File: src/rtl/lock_controller.sv
// rtl/lock_controller.sv - door lock operating controller; lockout state built only with LOCKOUT_EN
// data_setup_new = {bip_ativado, bip_time[7:0], tranca_aut_time[7:0], senha_master, senha_1, senha_2, senha_3, senha_4}
module lock_controller #(
   parameter int TICK_CYCLES = 50_000_000
`ifdef LOCKOUT_EN
   ,
   parameter int MAX_FAIL    = 3,
   parameter int LOCKOUT_S   = 30
`endif
) (
   input  logic         clk,
   input  logic         rst,
   input  logic [79:0]  digitos_value,
   input  logic         digitos_valid,
   input  logic         porta_aberta,
   input  logic         botao_interno,
   input  logic [416:0] data_setup_new,
   input  logic         data_setup_ok,
   output logic         setup_on,
   output logic         tranca,
   output logic         bip,
   output logic         display_en,
   output logic [23:0]  bcd_pac
);
   localparam int PW = (TICK_CYCLES > 1) ? $clog2(TICK_CYCLES) : 1;
   localparam logic [PW-1:0] PRE_MAX    = PW'(TICK_CYCLES - 1);
   localparam logic [79:0]   ALL_F      = {20{4'hF}};
   localparam logic [79:0]   ALL_E      = {20{4'hE}};
   localparam logic [79:0]   SETUP_CODE = {{19{4'hF}}, 4'hA};
   localparam logic [79:0]   MASTER_RST = {{16{4'hF}}, 16'h1234};
   localparam logic [23:0]   BLANK      = 24'hBBBBBB;

   typedef enum logic [2:0] {
      TRANCADA, VALIDAR, DESTRANCADA, PORTA_ABERTA, SETUP
`ifdef LOCKOUT_EN
      , BLOQUEIO
`endif
   } state_t;

   state_t        state, next_state;
   logic [PW-1:0] pre, pre_n;
   logic [7:0]    cnt, cnt_n, cnt_dec;
   logic          tick, expired, match_r, match_n, cfg_load, entry_ok, entry_match;
   logic          bip_ativado;
   logic [7:0]    bip_time, aut_time;
   logic [399:0]  senhas;
   logic          tranca_n, bip_n, setup_on_n, display_en_n;
   logic [23:0]   bcd_n;
`ifdef LOCKOUT_EN
   logic [7:0]    fail, fail_n;
`endif

   function automatic logic [7:0] to_bcd(input logic [7:0] v);
      return {4'((v / 8'd10) % 8'd10), 4'(v % 8'd10)};
   endfunction

   assign entry_ok = digitos_valid && (digitos_value != ALL_E) && (digitos_value != ALL_F);

   // Empty (all-0xF) password slots must never unlock.
   always_comb begin
      entry_match = 1'b0;
      for (int i = 0; i < 5; i++)
         if (senhas[80*i +: 80] != ALL_F && senhas[80*i +: 80] == digitos_value)
            entry_match = 1'b1;
   end

   always_comb begin
      next_state = state;
      match_n    = match_r;
      cfg_load   = 1'b0;
`ifdef LOCKOUT_EN
      fail_n     = fail;
`endif
      tick    = (pre == '0);
      pre_n   = tick ? PRE_MAX : pre - PW'(1);
      cnt_dec = (tick && cnt != 8'd0) ? cnt - 8'd1 : cnt;
      expired = tick && (cnt <= 8'd1);
      cnt_n   = cnt_dec;

      case (state)
         TRANCADA: begin
            if (botao_interno) next_state = DESTRANCADA;
            else if (entry_ok) begin
               next_state = VALIDAR;
               match_n    = entry_match;
            end
         end
         VALIDAR: begin
            if (match_r) begin
               next_state = DESTRANCADA;
`ifdef LOCKOUT_EN
               fail_n     = 8'd0;
`endif
            end else begin
`ifdef LOCKOUT_EN
               fail_n     = fail + 8'd1;
               next_state = (fail_n >= 8'(MAX_FAIL)) ? BLOQUEIO : TRANCADA;
`else
               next_state = TRANCADA;
`endif
            end
         end
         DESTRANCADA: begin
            if (porta_aberta)                                        next_state = PORTA_ABERTA;
            else if (botao_interno)                                  next_state = TRANCADA;
            else if (digitos_valid && digitos_value == SETUP_CODE)   next_state = SETUP;
            else if (expired)                                        next_state = TRANCADA;
         end
         PORTA_ABERTA: if (!porta_aberta) next_state = DESTRANCADA;
         SETUP: begin
            if (data_setup_ok) begin
               cfg_load   = 1'b1;
               next_state = DESTRANCADA;
            end
         end
`ifdef LOCKOUT_EN
         BLOQUEIO: begin
            if (expired) begin
               next_state = TRANCADA;
               fail_n     = 8'd0;
            end
         end
`endif
         default: next_state = TRANCADA;
      endcase

      // Every state entry restarts a full second and loads that state's duration.
      if (next_state != state) begin
         pre_n = PRE_MAX;
         case (next_state)
            DESTRANCADA:  cnt_n = cfg_load ? data_setup_new[407:400] : aut_time;
            PORTA_ABERTA: cnt_n = bip_time;
`ifdef LOCKOUT_EN
            BLOQUEIO:     cnt_n = 8'(LOCKOUT_S);
`endif
            default:      cnt_n = 8'd0;
         endcase
      end

      tranca_n     = 1'b1;
      bip_n        = 1'b0;
      setup_on_n   = 1'b0;
      display_en_n = 1'b1;
      bcd_n        = BLANK;
      case (next_state)
         DESTRANCADA: begin
            tranca_n = 1'b0;
            bcd_n    = {16'hBBBB, to_bcd(cnt_n)};
         end
         PORTA_ABERTA: begin
            tranca_n = 1'b0;
            bip_n    = bip_ativado && (cnt_n == 8'd0);
            bcd_n    = {16'hBBBB, to_bcd(cnt_n)};
         end
         SETUP: begin
            tranca_n     = 1'b0;
            display_en_n = 1'b0;
            setup_on_n   = (state != SETUP);
         end
`ifdef LOCKOUT_EN
         BLOQUEIO: bcd_n = {16'hEBBB, to_bcd(cnt_n)};
`endif
         default: ;
      endcase
   end

   always_ff @(posedge clk or posedge rst) begin
      if (rst) begin
         state       <= TRANCADA;
         pre         <= PRE_MAX;
         cnt         <= 8'd0;
         match_r     <= 1'b0;
         bip_ativado <= 1'b1;
         bip_time    <= 8'd5;
         aut_time    <= 8'd5;
         senhas      <= {MASTER_RST, ALL_F, ALL_F, ALL_F, ALL_F};
         tranca      <= 1'b1;
         bip         <= 1'b0;
         setup_on    <= 1'b0;
         display_en  <= 1'b1;
         bcd_pac     <= BLANK;
`ifdef LOCKOUT_EN
         fail        <= 8'd0;
`endif
      end else begin
         state      <= next_state;
         pre        <= pre_n;
         cnt        <= cnt_n;
         match_r    <= match_n;
         tranca     <= tranca_n;
         bip        <= bip_n;
         setup_on   <= setup_on_n;
         display_en <= display_en_n;
         bcd_pac    <= bcd_n;
`ifdef LOCKOUT_EN
         fail       <= fail_n;
`endif
         if (cfg_load) begin
            bip_ativado <= data_setup_new[416];
            bip_time    <= data_setup_new[415:408];
            aut_time    <= data_setup_new[407:400];
            senhas      <= data_setup_new[399:0];
         end
      end
   end
endmodule
File: config.mk
export PLATFORM = sky130hd
export DESIGN_NAME = lock_controller
export DESIGN_NICKNAME = d
export VERILOG_FILES = /design/src/rtl/lock_controller.sv
export SDC_FILE = /design/constraint.sdc
export NUM_CORES = 2
export LEC_CHECK = 0
export BUFFER_PORTS_ARGS = -buffer_cell sky130_fd_sc_hd__buf_2
export CAP_MARGIN = 10
export CORE_MARGIN = 8
export CORE_UTILIZATION = 30
export DETAILED_ROUTE_END_ITERATION = 16
export PLACE_DENSITY = 0.5
export RECOVER_POWER = 100
export SETUP_SLACK_MARGIN = 0.5
export SYNTH_ARGS = -nofsm -noshare
export SYNTH_HDL_FRONTEND = slang
export SYNTH_SLANG_ARGS = --single-unit
File: constraint.sdc
create_clock -name clk -period 46.7 [get_ports clk]
set_input_delay 9.34 -clock clk [delete_from_list [all_inputs] [get_ports clk]]
set_output_delay 9.34 -clock clk [all_outputs]
set_load 0.005 [all_outputs]
==> results_dict.tcl <==
set metrics [dict create \
    reg2reg_from "state[0]" \
    coreArea_sq_um 83800 \
    cts_hold_buf 0 \
    drcViolationCount 0 \
    wl_met2_mm 58.5 \
    fin_util_pct 36.4 \
    fp-row-count 106 \
    maxSlewViolCount 907 \
    drt-total-wl_mm 138 \
    ant_nets 0 \
    dp_cells 4455 \
    grt_pass1_wl_mm 189 \
    vias 24078 \
    ctsLongestPathBuffers 3 \
    dieWidth_um 307 \
    cts.sinks 467 \
    cp.depth 6 \
    r2r-end "senhas[134]" \
    leakagePower_uw 0.0134 \
    ir_drop_mv 0.0264 \
    endpoint "senhas[134]" \
    drtIter0Drc 2844 \
    post_drt_wl_per_cell_um 30.1 \
    period_share_pct 44.4 \
    syn_inst 2978 \
    port_buffers 514 \
    ys_seq_elements 467 \
    final_nets 3888 \
    path_delay_family "buffers and inverters" \
    clkLatencyLatePin_ns 0.66 \
    fillCellCount 8816 \
    overflow 0 \
    cts_tree "built" \
    power_uw 988 \
    synth_edf_count 0 \
    grt_max_degree 206 \
    setup_viol 0 \
    maxCapViolCount 11 \
    crit_type "primary input to flop" \
    initial_core_util_pct 30.3 \
    drtPass1Iterations 5 \
    wirelength_met1_mm 59.5 \
    rsz0062_at_grt "false" \
    cp-start-kind "primary input" \
    grt_pass1_vias 23687 \
    synth.most_common_cell "nand2_1" \
    p_per_area_nw_per_um2 32.3 \
    worstPathMaxFanout 204 \
    endpoint_kind "flop" \
    synthesis.area_sq_um 25400 \
    h-tree-depth 2 \
    gp_congestion 1.01 \
    final.setup.tns_ns 0 \
    ys.flop_type "dfstp_2" \
    cts-root-buf "clkbuf_16" \
    route.met3.wl_mm 13.4 \
    globalRouteTotalUtil_pct 28.2 \
    hp-class "flop to flop" \
    top_layer_used "met5" \
    cp_slowest_stage_delay_ns 6.14 \
    fin_crit_ns 20.71 \
    violations "capacitance limit, slew limit" \
    instances_no_fill 4570 \
    synth.distinct_cells 77 \
    clkSlewWorstSetupHoldPaths_ns 0.06 \
    drive_gt1_share_pct 30.5 \
    syn_area_per_cell_sq_um 8.54 \
    outcome "finished with violations" \
    worst_pin_slew_ns 8.74 \
    startpoint "data_setup_ok" \
    yosysSeqAreaShare_pct 48.0 \
    clock.fmax_mhz 48.3 \
    viasPerCell 5.27 \
    yosys-top-cells-count "nand2_1 (1298), dfstp_2 (420), xnor2_1 (303), nand4_1 (215), clkbuf_1 (163)" \
    path_cells "clkbuf_1, and3_1, clkbuf_1, clkbuf_1, nand2_1, nand2_1" \
    ff2ff_path_depth 6 \
    critPathRequiredTime_ns 47.22 \
    worst_slew_margin_rel_pct -482 \
    critPathBufInv 3 \
    post_cts_buffers 0 \
    yosys.area.top_type "dfstp_2" \
    ys_warn_count 0 \
    finalHoldViolCount 0 \
    hpwl_mm 110 \
    fin_skew_ns 0.0398 \
    areaGrowthSynthToFinish_pct 20.1 \
    yosysTopAreaCellShare_pct 43.4 \
    dieArea_sq_um 94400 \
    async_reset_ff_share_pct 100 \
    synth.area.top_cells "dfstp_2 (43%), nand2_1 (19%), xnor2_1 (10%)" \
    numCtsBuffers 54 \
    cts.repair.resized 0 \
    antenna_found_initial 26 \
    path_common_cell "clkbuf_1" \
    num_io_pins 531 \
    arrival_ns 21.23 \
    cp_slowest_cell "clkbuf_1" \
    ff2ff_setup_slack_ns 34.10 \
    fp.dieH_um 307 \
]
-- where the power goes --
| part | switching, uW | internal (uW) | leakage, uW |
|---|---|---|---|
| combinational | 76.7 | 38.7 | 0.00751 |
| sequential | 3.82 | 415 | 0.00497 |
| clock | 189 | 265 | 0.000931 |
| total | 270 | 718 | 0.0134 |
-- registers in the layout, summed over array words and instances, names as in the netlist --
| name | cells |
|---|---|
| bip_time | 8 |
| aut_time | 8 |
| pre | 26 |
| cnt | 8 |
| state | 3 |
| setup_on | 1 |
| bip | 1 |
| display_en | 1 |
| bcd_pac | 8 |
| match_r | 1 |
| senhas | 400 |
| bip_ativado | 1 |
| tranca | 1 |
-- stage by stage --
stage | area (sq um) | hold slack (ns) | worst slack [ns]
3_3_place_gp | 28800 | 0.438 | 30.78
6_report | 30500 | 0.459 | 25.99
2_1_floorplan | 25500 | 0.429 | 25.03
5_1_grt | 30500 | 0.486 | 24.78
4_1_cts | 30700 | 0.458 | 31.40
3_5_place_dp | 28800 | 0.444 | 30.74
-- layout by cell type (no fill, tap or decap), drive strengths merged, types with 6 or more instances in the layout --
cell / Yosys / final
clkbuf: 163 / 94
o211ai: 11 / 11
or3: 9 / 9
mux2i: 9 / 9
ha: 8 / 8
bufinv: 0 / 6
xnor2: 304 / 304
clkinv: 1 / 18
nand3: 25 / 25
inv: 36 / 34
nand2: 1300 / 1300
dfrtp: 47 / 47
buf: 34 / 508
o21ai: 26 / 26
a221oi: 6 / 6
conb: 2 / 16
diode: 0 / 13
or4: 8 / 8
nand4: 215 / 215
a21oi: 19 / 19
xor2: 108 / 108
dfstp: 420 / 420
nor4: 83 / 83
o22ai: 10 / 10
nor2: 44 / 44
nor3: 17 / 17
nand2b: 6 / 6
-- how the worst min path moves through the flow --
| stage | startpoint | to | slack, ns | depth (start not counted) |
|---|---|---|---|---|
| 6_report | pre[0] | pre[0] | 0.46 | 1 |
| 5_1_grt | senhas[194] | senhas[194] | 0.49 | 2 |
| 4_1_cts | pre[0] | pre[0] | 0.46 | 1 |
| 3_5_place_dp | pre[0] | pre[0] | 0.44 | 1 |
| 3_3_place_gp | pre[0] | pre[0] | 0.44 | 1 |
| 2_1_floorplan | pre[0] | pre[0] | 0.43 | 1 |
-- final cells by class --
type | count | area, sq um | share of cell area, %
Clock inverter | 26 | 372 | 1.22
Sequential cell | 467 | 12200 | 40.0
Clock buffer | 76 | 1530 | 5.02
Inverter | 37 | 145 | 0.475
Tap cell | 1134 | 1420 | 4.64
Multi-Input combinational cell | 2291 | 12200 | 40.0
Timing Repair Buffer | 526 | 2630 | 8.61
Antenna cell | 13 | 32.5 | 0.106
-- cells by family (layout without fill, tap and decap cells) --
logic type      Yosys count  after routing  synth area share, %
compound gates          109            109                 3.08
xor+xnor                412            412                 14.2
fa+ha+maj                 8              8                0.394
buf+inv                 234            665                 3.91
flops                   467            467                 48.0
mux                      13             13                0.787
other cells               2             29               0.0295
simple gates           1733           1733                 29.6
-- routing by layer --
layer / vias to the layer above / global-route usage (%)
met3: 305 / 7.32
met5: - / 0
met4: 10 / 11.4
li1: 10503 / -
met1: 11882 / 38.9
met2: 1378 / 41.7
Power figures use the tool's default switching activity.
